### src/rtl/seq_pkg.sv
// seq_pkg: shared sizes and index types for the pattern sequencer
package seq_pkg;
    localparam int NUM_TRACKS = 4;
    localparam int NUM_STEPS  = 8;
    typedef logic [2:0] step_t;
    typedef logic [1:0] track_t;
endpackage

### src/rtl/trig_pulse.sv
// trig_pulse: fixed-width trigger pulse, restarted by every start strobe
module trig_pulse #(
    parameter int TRIG_LEN = 50000
) (
    input  logic CLOCK_50,
    input  logic reset,
    input  logic start,
    output logic pulse
);
    localparam int W = $clog2(TRIG_LEN + 1);
    logic [W-1:0] cnt;
    always_ff @(posedge CLOCK_50) begin
        if (reset)
            cnt <= '0;
        else if (start)
            cnt <= W'(TRIG_LEN);
        else if (cnt != '0)
            cnt <= cnt - W'(1);
    end
    assign pulse = cnt != '0;
endmodule

### src/rtl/pattern_sequencer.sv
// pattern_sequencer: 4x8 step drum pattern with cursor editing and per-track trigger pulses
module pattern_sequencer
    import seq_pkg::*;
#(
    parameter int TRIG_LEN = 50000
) (
    input  logic        CLOCK_50,
    input  logic        reset,
    input  logic [31:0] beatNum,
    input  logic        beatClk,
    input  logic [1:0]  track_sel,
    input  logic        key_toggle,
    input  logic        key_next,
    input  logic        key_prev,
    input  logic        clear_all,
    output logic [3:0]  trig,
    output logic [7:0]  pattern_leds,
    output logic [2:0]  cursor,
    output logic [7:0]  playhead
);
    logic [NUM_TRACKS-1:0][NUM_STEPS-1:0] pattern;
    step_t  prev_step, adv_step;
    track_t sel;
    logic   adv, tog_q, next_q, prev_q;
    logic   tog_e, next_e, prev_e, step_change;
    assign sel         = track_sel;
    assign tog_e       = key_toggle & ~tog_q;
    assign next_e      = key_next & ~next_q;
    assign prev_e      = key_prev & ~prev_q;
    assign step_change = (beatNum <= 32'd7) && (beatNum[2:0] != prev_step);
    always_ff @(posedge CLOCK_50) begin
        if (reset) begin
            pattern   <= '0;
            cursor    <= '0;
            prev_step <= '0;
            adv_step  <= '0;
            adv       <= 1'b0;
            tog_q     <= 1'b0;
            next_q    <= 1'b0;
            prev_q    <= 1'b0;
        end else begin
            tog_q  <= key_toggle;
            next_q <= key_next;
            prev_q <= key_prev;
            adv    <= step_change;
            if (step_change) begin
                prev_step <= beatNum[2:0];
                adv_step  <= beatNum[2:0];
            end
            if (next_e && !prev_e)
                cursor <= cursor + 3'd1;
            else if (prev_e && !next_e)
                cursor <= cursor - 3'd1;
            // clear wins over a same-cycle toggle
            if (clear_all)
                pattern <= '0;
            else if (tog_e)
                pattern[sel][cursor] <= ~pattern[sel][cursor];
        end
    end
    // start samples the stored cell, so a same-edge toggle does not affect this trigger
    for (genvar t = 0; t < NUM_TRACKS; t++) begin : g_trk
        trig_pulse #(.TRIG_LEN(TRIG_LEN)) u_pulse (
            .CLOCK_50(CLOCK_50),
            .reset(reset),
            .start(adv && pattern[t][adv_step]),
            .pulse(trig[t])
        );
    end
    always_comb begin
        pattern_leds = pattern[sel];
        playhead     = beatClk ? (8'b1 << prev_step) : 8'b0;
    end
endmodule

### config.mk
export PLATFORM = sky130hd
export DESIGN_NAME = pattern_sequencer
export DESIGN_NICKNAME = d
export VERILOG_FILES = /design/src/rtl/seq_pkg.sv /design/src/rtl/trig_pulse.sv /design/src/rtl/pattern_sequencer.sv
export SDC_FILE = /design/constraint.sdc
export NUM_CORES = 1
export LEC_CHECK = 0
export ABC_AREA = 1
export CORE_MARGIN = 4
export CORE_UTILIZATION = 55
export DETAILED_ROUTE_END_ITERATION = 12
export DONT_BUFFER_PORTS = 1
export HOLD_SLACK_MARGIN = 0.05
export PLACE_DENSITY = 0.73
export SETUP_SLACK_MARGIN = 0.02
export SYNTH_ARGS = -nofsm -noshare
export SYNTH_HDL_FRONTEND = slang
export SYNTH_HIERARCHICAL = 1
export SYNTH_SLANG_ARGS = --single-unit
### constraint.sdc
create_clock -name CLOCK_50 -period 2.79 [get_ports CLOCK_50]
set_clock_uncertainty 0.1 [all_clocks]
set_input_delay 0.4185 -clock CLOCK_50 [delete_from_list [all_inputs] [get_ports CLOCK_50]]
set_output_delay 0.4185 -clock CLOCK_50 [all_outputs]
set_load 0.01 [all_outputs]
==> flow_summary.toml <==
[timing]
finalCritPeriodShare_pct = 80.4
report.final.slew_viol_count = 0
finalCriticalPeriod_ps = 2240
setup-tns-final_ps = 0
clock.fmax_mhz = 446
relSlewSlack_pct = 49.2
worst_pin_slew_ps = 759
rsz0062_at_grt = "no"
setup_viol = 0
hold_viol_final = 0

[setup_path]
crit_arrival_ps = 1720
cp-start-kind = "register"
end_kind = "output port"
crit_type = "reg -> out"
critPathMaxFanout = 8
cp-startpoint = "adv_step[1]"
timing.rr.start = "adv_step[0]"
cp.required_ps = 2270

[clock_tree]
clockBufferDepth = 2
cts_tree = "done"
cts_root_buf = "clkbuf_16"
htreeDepth = 3
cts.sinks = 106
clkSlewWorstSetupHoldPaths_ps = 70
numCtsBuffers = 9
cts.repair.resized = 0
clk_latency_ps = 350
postCtsSetupBuffers = 0

[final_layout]
synthToLayoutAreaGrowth_pct = 5.36
final_nets = 1095
fillCellCount = 1140
final_cell_mix = "nand2_1, nor2_1, inv_1"
layout-drive-gt1-share_pct = 9.89
final_common_cell = "nand2_1"

[yosys]
synth_area_per_cell_um2 = 6.30
syn_inst = 1053
yosys_register_bits = 106
ys_types = 37
netlist_area_um2 = 6630
syn_nets = 1100
synth-seq-area-share_pct = 32.0
ys_warn_count = 6

[min_path]
hp-start = "key_prev"
worstHoldPathType = "in -> reg"

[route]
dr.first_iter.drc_count = 485
ant_nets = 0
vias = 6232
wl_per_cell_um = 13.1
viasPerCell = 5.21
dr.pass1.iters = 5
routed_wl_mm = 15.7
drc_errors = 0

[power_and_ir_drop]
power.total_uw = 7270
vdd_drop_max_v = 0.000569
p_leak_uw = 0.00338
power.density_nw_per_um2 = 1040

[floorplan]
initial_utilization_pct = 57.1
io_pins = 64
die_w_um = 118
rows = 39
coreArea_um2 = 11600
die_y_um = 118
fp.dieArea_um2 = 13900

[place]
portBuffers = 0
gp_congestion = 0.950
dpl.hpwl_mm = 11.7

[grt]
grt_pass1_vias = 5678
grt_util_all_layers_pct = 23.1
grt_remaining_overflow = 0
grt_first_pass_wirelength_mm = 26.7
antenna_found_initial = 0
grt_max_degree = 33

[job]
cap_viol_max_count = 0

[status]
status = "completed"
[routing by layer]
metal / global-route usage [%] / routed length [µm]
met4: 7.69 / 327
met5: 0 / 0
met2: 38.0 / 7230
met1: 30.6 / 7260
met3: 4.18 / 855
[path summary, 6_finish.rpt]
path,depth (start not counted),to,slack (ps)
worst min-delay path,2,prev_q,80
worst max-delay path,4,playhead[2],550
worst max register to register,9,g_trk[1].u_pulse/cnt[1],650
worst min register to register,1,g_trk[0].u_pulse/cnt[0],390
[area by class of cell]
type                    count  area [µm²]  area share [%]
multi-input cells         788        3830            54.8
clock inverters             5        38.8           0.555
well taps                 143         179            2.56
repair buffers              4        67.6           0.967
diodes                      1        2.50          0.0358
clock buffers              10         229            3.28
inverters                 139         522            7.47
flip-flops and latches    106        2120            30.4
[worst max-delay path, stage by stage (launching register included)]
cell and delay [ps]:
dfxtp_1 420, inv_1 60, nor2_1 430, inv_1 150, nor2_1 310
[state kept, by name (all words and copies together), names as in the netlist]
register / cells
adv: 1
adv_step: 3
cursor: 3
g_trk.u_pulse/cnt: 64
next_q: 1
pattern: 32
prev_q: 1
tog_q: 1
[cell usage after synthesis, drive strengths merged]
cell type | number | area [µm²]
o21ai | 18 | 90.1
clkinv | 1 | 3.75
a211oi | 7 | 52.6
nor4 | 8 | 50.1
xnor2 | 10 | 87.6
a221oi | 1 | 8.76
or2 | 10 | 62.6
nand2 | 303 | 1210
nand4 | 4 | 25.0
nor3 | 15 | 120
o2111ai | 4 | 35.0
nor3b | 1 | 7.51
nand3 | 76 | 380
inv | 138 | 518
ha | 5 | 62.6
nor2 | 234 | 1030
o211ai | 3 | 22.5
a22oi | 3 | 22.5
dfxtp | 106 | 2120
clkbuf | 5 | 18.8
a21oi | 56 | 295
nand3b | 7 | 52.6
xor2 | 21 | 184
buf | 15 | 143
fa | 1 | 20.0
and3 | 1 | 6.26
[metrics by stage]
stage / cells / hold slack [ps] / instance area, µm² / utilization (%) / worst slack, ps
after detailed placement: 1179 / 376 / 6700 / 57.7 / 684
after floorplan: 1053 / 354 / 6630 / - / 987
after global routing: 1195 / 100 / 6980 / 60.1 / 452
after CTS: 1195 / 75.4 / 6980 / 60.1 / 554
after global placement: 1179 / 371 / 6700 / 57.7 / 759
final: 1196 / 82.8 / 6990 / 60.2 / 547
[timing repair]
action | CTS | global route
endpoints found under the hold margin | 28 | 0
setup endpoints to repair | 0 | 0
hold buffers | 1 | 0
[cells by family (layout without fill, tap and decap cells)]
group | after synthesis | in the layout | share of synthesized area [%]
XOR/XNOR | 31 | 31 | 4.09
buffers and inverters | 159 | 158 | 10.3
other | 0 | 1 | 0
AND/OR/NAND/NOR | 659 | 659 | 44.4
AO/OA/AOI/OAI | 92 | 92 | 7.94
flip-flops | 106 | 106 | 32.0
adder cells (fa/ha/maj) | 6 | 6 | 1.25
[report_power, final]
group          leakage, µW  total [µW]  switching [µW]  internal [µW]
registers         0.000866        2290             398           1890
clock network     0.000129        1180             575            607
logic              0.00238        3800            2390           1400
total              0.00338        7270            3370           3900
(Power assumes the default switching activity.)
